$ cat src/rtl/memory_read_streamer.sv
// Read-side initiator for a producer-owned ring buffer: issues credited reads across the
// fixed memory latency and lands returned words in a first-word-fall-through register FIFO.
module memory_read_streamer #(
  parameter int WIDTH          = 20,
  parameter int DEPTH_LOG2     = 5,
  parameter int READ_LATENCY   = 3,
  parameter int WRITE_SETTLE   = 2,
  parameter int OUT_DEPTH_LOG2 = 2
) (
  input  logic                  clk,
  input  logic                  rst,
  input  logic [DEPTH_LOG2:0]   writePtr,
  output logic [DEPTH_LOG2:0]   readPtr,
  output logic [DEPTH_LOG2-1:0] readAddr,
  output logic                  readAddressStall,
  input  logic [WIDTH-1:0]      memDataIn,
  output logic [WIDTH-1:0]      dataOut,
  output logic                  dataOutValid,
  input  logic                  dataOutReady
);

  localparam int PW        = DEPTH_LOG2 + 1;
  localparam int OUT_DEPTH = 1 << OUT_DEPTH_LOG2;
  localparam int CW        = OUT_DEPTH_LOG2 + 2;

  logic [PW-1:0]             r_settle [WRITE_SETTLE];
  logic [PW-1:0]             r_readPtr;
  logic [DEPTH_LOG2-1:0]     r_addr;
  logic [READ_LATENCY-1:0]   r_vld;
  logic [WIDTH-1:0]          r_fifo [OUT_DEPTH];
  logic [OUT_DEPTH_LOG2-1:0] r_rdIdx;
  logic [OUT_DEPTH_LOG2-1:0] r_wrIdx;
  logic [OUT_DEPTH_LOG2:0]   r_count;

  logic [PW-1:0] w_avail;
  logic [CW-1:0] w_inFlight;
  logic          w_credit;
  logic          w_issue;
  logic          w_push;
  logic          w_pop;

  // Producer pointer settles before its word may be read
  always_ff @(posedge clk or posedge rst) begin
    if (rst) begin
      for (int i = 0; i < WRITE_SETTLE; i++) r_settle[i] <= '0;
    end else begin
      r_settle[0] <= writePtr;
      for (int i = 1; i < WRITE_SETTLE; i++) r_settle[i] <= r_settle[i-1];
    end
  end

  always_comb begin
    w_inFlight = '0;
    for (int i = 0; i < READ_LATENCY; i++) w_inFlight = w_inFlight + CW'(r_vld[i]);
  end

  // A slot is reserved at issue time, so the tail push can never find the FIFO full
  assign w_avail  = r_settle[WRITE_SETTLE-1] - r_readPtr;
  assign w_credit = (w_inFlight + CW'(r_count)) < CW'(OUT_DEPTH);
  assign w_issue  = (w_avail != '0) && w_credit;
  assign w_push   = r_vld[READ_LATENCY-1];
  assign w_pop    = dataOutValid && dataOutReady;

  always_ff @(posedge clk or posedge rst) begin
    if (rst) begin
      r_readPtr <= '0;
      r_addr    <= '0;
      r_vld     <= '0;
    end else begin
      r_vld[0] <= w_issue;
      for (int i = 1; i < READ_LATENCY; i++) r_vld[i] <= r_vld[i-1];
      if (w_issue) begin
        r_readPtr <= r_readPtr + PW'(1);
        r_addr    <= r_readPtr[DEPTH_LOG2-1:0];
      end
    end
  end

  always_ff @(posedge clk or posedge rst) begin
    if (rst) begin
      for (int i = 0; i < OUT_DEPTH; i++) r_fifo[i] <= '0;
      r_rdIdx <= '0;
      r_wrIdx <= '0;
      r_count <= '0;
    end else begin
      if (w_push) begin
        r_fifo[r_wrIdx] <= memDataIn;
        r_wrIdx         <= r_wrIdx + OUT_DEPTH_LOG2'(1);
      end
      if (w_pop) r_rdIdx <= r_rdIdx + OUT_DEPTH_LOG2'(1);
      case ({w_push, w_pop})
        2'b10:   r_count <= r_count + (OUT_DEPTH_LOG2+1)'(1);
        2'b01:   r_count <= r_count - (OUT_DEPTH_LOG2+1)'(1);
        default: r_count <= r_count;
      endcase
    end
  end

  assign readPtr          = r_readPtr;
  assign readAddressStall = !w_issue;
  assign readAddr         = w_issue ? r_readPtr[DEPTH_LOG2-1:0] : r_addr;
  assign dataOut          = r_fifo[r_rdIdx];
  assign dataOutValid     = (r_count != '0);

  a_fifo_no_overflow: assert property (@(posedge clk) disable iff (rst)
    !(w_push && !w_pop && (r_count == (OUT_DEPTH_LOG2+1)'(OUT_DEPTH))));

endmodule

$ cat config.mk
export PLATFORM = sky130hd
export DESIGN_NAME = memory_read_streamer
export DESIGN_NICKNAME = d
export VERILOG_FILES = /design/src/rtl/memory_read_streamer.sv
export SDC_FILE = /design/constraint.sdc
export NUM_CORES = 1
export LEC_CHECK = 0
export BUFFER_PORTS_ARGS = -buffer_cell sky130_fd_sc_hd__buf_2
export CORE_ASPECT_RATIO = 1.5
export CORE_MARGIN = 4
export CORE_UTILIZATION = 40
export CTS_CLUSTER_SIZE = 16
export DETAILED_ROUTE_END_ITERATION = 7
export PLACE_DENSITY_LB_ADDON = 0.25
export SLEW_MARGIN = 10
export SYNTH_ARGS = -nofsm -noshare
export SYNTH_HDL_FRONTEND = slang
export SYNTH_SLANG_ARGS = --single-unit
$ cat constraint.sdc
create_clock -name clk -period 5.3 [get_ports clk]
set_input_delay 0 -clock clk [delete_from_list [all_inputs] [get_ports clk]]
set_output_delay 0 -clock clk [all_outputs]
set_load 0.01 [all_outputs]
# == Yosys cells after proc, flatten, opt, wreduce, memory -nomap -nowiden ==
# Cells that the tools add are included.
# word_totals
reg_bits,113
output_inout_bits,33
# op_classes
n_mux,8
reduce_logical,7
n_lt_le_gt_ge,4
eq_ne,2
n_addsub,9
bitwise,2
# ops
op,count
bitwise mux 80 bit,1
2-to-1 mux 20 bit,3
binary-select mux 20 bit (select 2 bit),1
demux 20 bit (select 2 bit),1
adder 6 x 1 -> 6 bit (second input constant),1
>= comparator 3 bit (second input constant),2
NOT 2 -> 3 bit,2
one-hot mux 3 bit (2 select lines),1
nonzero test 6 bit,1
subtractor 6 bit,1
2-to-1 mux 5 bit,1
adder 2 x 1 -> 2 bit (second input constant),2
adder 3 x 3 -> 4 bit,1
less-than comparator 4 x 3 -> 1 bit (second input constant),1
adder 2 x 1 -> 3 bit,1
adder 3 x 1 -> 3 bit (second input constant),1
logical AND 1 bit,3
less-than comparator 3 x 1 -> 1 bit (second input constant),1
nonzero test 3 bit,1
subtractor 3 x 1 -> 3 bit (second input constant),1
adder 1 x 1 -> 2 bit,1
equality test 2 x 1 -> 1 bit (second input constant),1
equality test 2 bit (second input constant),1
nonzero test 2 bit,1
logical NOT 1 bit,1

# == Depth between registers and ports, before layout ==
# depth
word_depth,6
ltp_mapped,8
mapped_depth_nobuf,8

# == Least setup slack after synthesis ==
# OpenSTA, ideal clock, no wires.
# synth_path
path_kind,register to register
from,register r_vld[0]
to,register r_addr[0]
setup_time_ns,0.138
n_path_buf,0
t_required_ns,5.162
t_arrival_ns,2.047
stages_incl_launch_ff,6
slack_ns,3.115
cell_sequence,dfrtp_1 -> fa_1 -> ha_1 -> a311oi_2 -> o21ai_4 -> mux2_2
# synth_between
elab_chain_len,6
# synth_rtl
element,line_no,rtl
from (decl),29,logic [READ_LATENCY-1:0] r_vld;
from (signal assigned),70,r_vld[0] <= w_issue;
adder 1 x 1 -> 2 bit,54,for (int i = 0; i < READ_LATENCY; i++) w_inFlight = w_inFlight + CW'(r_vld[i]);
adder 2 x 1 -> 3 bit,54,
adder 3 x 3 -> 4 bit,59,assign w_credit = (w_inFlight + CW'(r_count)) < CW'(OUT_DEPTH);
less-than comparator 4 x 3 -> 1 bit,59,
logical AND 1 bit,60,assign w_issue = (w_avail != '0) && w_credit;
2-to-1 mux 5 bit,n/a,
via readAddr[0],14,"output logic [DEPTH_LOG2-1:0] readAddr,"
to (signal assigned),74,r_addr <= r_readPtr[DEPTH_LOG2-1:0];
to (decl),28,logic [DEPTH_LOG2-1:0] r_addr;
# The timed path passes the listed nets, and every way through them passes these cells.
# A chain may end at the register's enable or synchronous reset.

# == Worst setup path after layout ==
# layout_path
from,register r_vld[0]
to,output readAddr[2]
# layout_between
elab_chain_len,6
# layout_rtl
element,line_no,rtl
adder 1 x 1 -> 2 bit,54,
adder 2 x 1 -> 3 bit,54,
adder 3 x 3 -> 4 bit,59,
less-than comparator 4 x 3 -> 1 bit,59,
logical AND 1 bit,60,
2-to-1 mux 5 bit,101,assign readAddr = w_issue ? r_readPtr[DEPTH_LOG2-1:0] : r_addr;
to (decl),14,
# Every way passes these cells.

==> run_results.csv <==
group,metric,value,unit
power_and_ir_drop,vdd_drop_max,0.000248,V
timing,tns,0,ns
worst_setup_path,cp_data_required_time,5.30,ns
worst_setup_path,crit_chain,"fa_1, ha_1, a311oi_2, o21ai_4, mux2_2, buf_2",
timing,min_period_over_period,51.7,%
clock_tree,numClockSinks,113,
yosys,yosysWarnings,0,
timing,max_slew_margin,24.0,%
routing,viasPerCell,4.87,
worst_setup_path,r2r-end,"r_addr[2]",
routing,via_count,2750,
routing,postRouteWirelength,9320,um
grt,antenna_found_initial,0,
die,die_y,143,um
yosys,synth-seq-area-share,58.3,%
final_layout,syn_to_final_growth,28.2,%
run,drv_cap,0,
routing,drtIter0Drc,66,
yosys,ys_ff_latch,113,
power_and_ir_drop,seqPwrFrac,35.6,%
yosys,syn-num-nets,346,
routing,drcViolationCount,0,
worst_setup_path,critPathMaxFanout,9,
final_layout,fin_cells,565,
grt,grt_pass1_wl,15800,um
timing,hold_viol,0,
timing,slew_violations,0,
clock_tree,post_cts_buffers,0,
clock_tree,clkLatencyLatePin,0.40,ns
power_and_ir_drop,power.leakage,2.76,nW
routing,wl_per_cell,16.5,um
worst_setup_path,end_kind,"output pin",
final_layout,final_layout_size_suffix_gt1_share,49.8,%
clock_tree,htree_levels,4,
place,dpl.cell_count,506,
timing,min_period,2.74,ns
place,hpwl,5840,um
place,port_buffers,61,
timing,fmax,365,MHz
clock_tree,clkTransAtPathRegs,0.05,ns
worst_setup_path,cpPeakStageDelay,0.52,ns
timing,setup_viol,0,
die,die_area,0.0140,mm2
timing,skew,0.00610,ns
grt,grt_use_total,14.6,%
worst_setup_path,critPathLaunch,"r_vld[0]",
yosys,synth_cells,303,
final_layout,n_antenna_cell,0,
hold_path,hold_class,"input pin to flop",
status,status,"finished, final reports clean",
clock_tree,cts_buffers,17,
worst_setup_path,reg2reg_slack,2.98,ns
worst_setup_path,worst_path_max_delay_cell,"a311oi_2",
die,start_util,40.6,%
clock_tree,clock_path_buffers,2,
power_and_ir_drop,p_sw_share,30.5,%
worst_setup_path,r2r-start,"r_vld[0]",
die,die_width,97.9,um
clock_tree,holdBufCountCts,28,
worst_setup_path,rr_worst_depth,5,
clock_tree,clockRootBuffer,"clkbuf_16",
final_layout,nNetsFinal,443,
die,pin_count,62,
power_and_ir_drop,switchingPower,1.32,mW
power_and_ir_drop,pwr-share-comb,37.0,%
power_and_ir_drop,p_int,3.01,mW
die,core,0.0120,mm2
worst_setup_path,arrival,2.74,ns
clock_tree,cts-resized-gates,0,
power_and_ir_drop,clkPwrFrac,27.5,%
worst_setup_path,crit_end,"readAddr[2]",
timing,worst-slew-pin-transition,1.14,ns
yosys,syn_avg_cell_area,16.0,um2
final_layout,num-fill-cells,1003,
timing,rsz0062_at_grt,"false",
worst_setup_path,crit_type,"flop to output pin",
place,gp_congestion,0.700,
routing,antenna_left,0,
grt,grt_start_max_net_pins,67,
clock_tree,cts_tree,"yes",
grt,globalRouteOverflowTotal,0,
yosys,netlist_area,0.00485,mm2
grt,grt_pass1_vias,3103,
yosys,ys_types,28,
routing,first_pass_iters,4,
die,fp-row-count,49,
worst_setup_path,startpoint_type,"flop",
power_and_ir_drop,pwr_density_cell,696,mW/mm2
[worst min path at each step]
stage,slack [ns],start,cells after the start,end
global route,0.24,writePtr[1],2,r_settle[7]
CTS,0.22,writePtr[4],2,r_settle[10]
detailed placement,0.11,writePtr[4],1,r_settle[10]
finish,0.24,writePtr[4],2,r_settle[10]
floorplan,0.03,writePtr[4],0,r_settle[10]
global placement,0.11,rst,2,r_addr[4]
[per-stage QoR]
stage	worst slack (ns)	power [mW]	hold WS, ns	cell area (um2)	util (%)
global placement	3.07	3.10	0.108	5320	44.5
detailed placement	2.97	3.17	0.109	5320	44.5
CTS	2.52	4.41	0.220	6220	52.1
finish	2.56	4.33	0.237	6220	52.1
floorplan	2.31	2.66	0.0314	4850	-
global route	2.43	4.62	0.239	6220	52.1
[layout by cell type, fill, tap and decap left out, types with 2 or more instances in the layout]
cell type | synthesis | final
xor2_1 | 5 | 5
mux2_2 | 86 | 86
dfrtp_1 | 113 | 113
clkbuf_8 | 0 | 3
clkinv_2 | 0 | 3
nand3_1 | 2 | 2
nor2_1 | 2 | 2
and3_1 | 3 | 3
clkinvlp_4 | 0 | 3
clkbuf_16 | 0 | 17
xnor2_1 | 8 | 8
fa_1 | 2 | 2
o211ai_1 | 4 | 4
buf_2 | 3 | 61
inv_1 | 14 | 13
buf_4 | 0 | 2
mux4_2 | 20 | 20
dlygate4sd3_1 | 0 | 28
ha_1 | 12 | 12
nand2_1 | 6 | 6
bufinv_16 | 0 | 4
[flip-flops by register name, indices dropped and copies added (netlist names)]
name      count
r_vld         3
r_wrIdx       2
r_fifo       80
r_rdIdx       2
r_addr        5
r_count       3
r_settle     12
readPtr       6
[synth_stat cells]
cell type	number	area (um2)
o21ai_2	1	8.76
xor2_1	5	43.8
or3_1	1	6.26
o211ai_1	4	30.0
nand2b_1	1	6.26
mux4_2	20	450
nand3_1	2	10.0
mux2i_1	1	10.0
nor4_1	1	6.26
and2_1	1	6.26
clkbuf_1	10	37.5
a311oi_2	1	15.0
and3_1	3	18.8
dfrtp_1	113	2830
nand2_1	6	22.5
o21a_2	1	8.76
and3_2	1	7.51
ha_1	12	150
a21oi_1	1	5.00
fa_1	2	40.0
mux2_2	86	968
xnor2_1	8	70.1
nor2_1	2	7.51
inv_1	14	52.6
buf_2	3	15.0
o21ai_0	1	5.00
a211oi_1	1	7.51
o21ai_4	1	16.3
[final cells by class]
class	count	area (um2)	area share (%)
Clock buffer	21	470	7.56
Tap cell	153	191	3.08
Timing Repair Buffer	91	601	9.65
Inverter	14	55.1	0.885
Multi-Input combinational cell	163	1920	30.9
Sequential cell	113	2830	45.4
Clock inverter	10	158	2.53
[cells by family after synthesis]
logic type,synth area share [%]
and+or+nand+nor,1.88
xor gates and xnor gates,2.35
AOI/OAI and AO/OA,1.98
buffers and inverters,2.17
adders and majority gates,3.92
DFF,58.3
muxes,29.4
[per-layer routing]
metal  GRT usage, %  part of all wire [%]  up-vias
li1               -                     -     1289
met4           5.91                   1.0        0
met5              0                     0        -
met3           3.86                   3.0        6
met1           18.2                    44     1407
met2           24.2                    52       48
[critical path: cells and delay by family (launching register included)]
kind / cells / cell delay (ns)
compound gates: 2 / 0.73
buf+inv: 1 / 0.14
flops: 1 / 0.40
mux: 1 / 0.33
fa+ha+maj: 2 / 0.74
[power by group through the flow]
| stage | Sequential, mW | Clock (mW) | Combinational (mW) |
|---|---|---|---|
| 3_5_place_dp | 1.56 | 0 | 1.61 |
| 2_1_floorplan | 1.44 | 0 | 1.22 |
| 6_report | 1.54 | 1.19 | 1.60 |
| 5_1_grt | 1.60 | 1.26 | 1.76 |
| 4_1_cts | 1.55 | 1.22 | 1.64 |
| 3_3_place_gp | 1.53 | 0 | 1.57 |
Note: power is estimated with default switching activity, not from simulation.
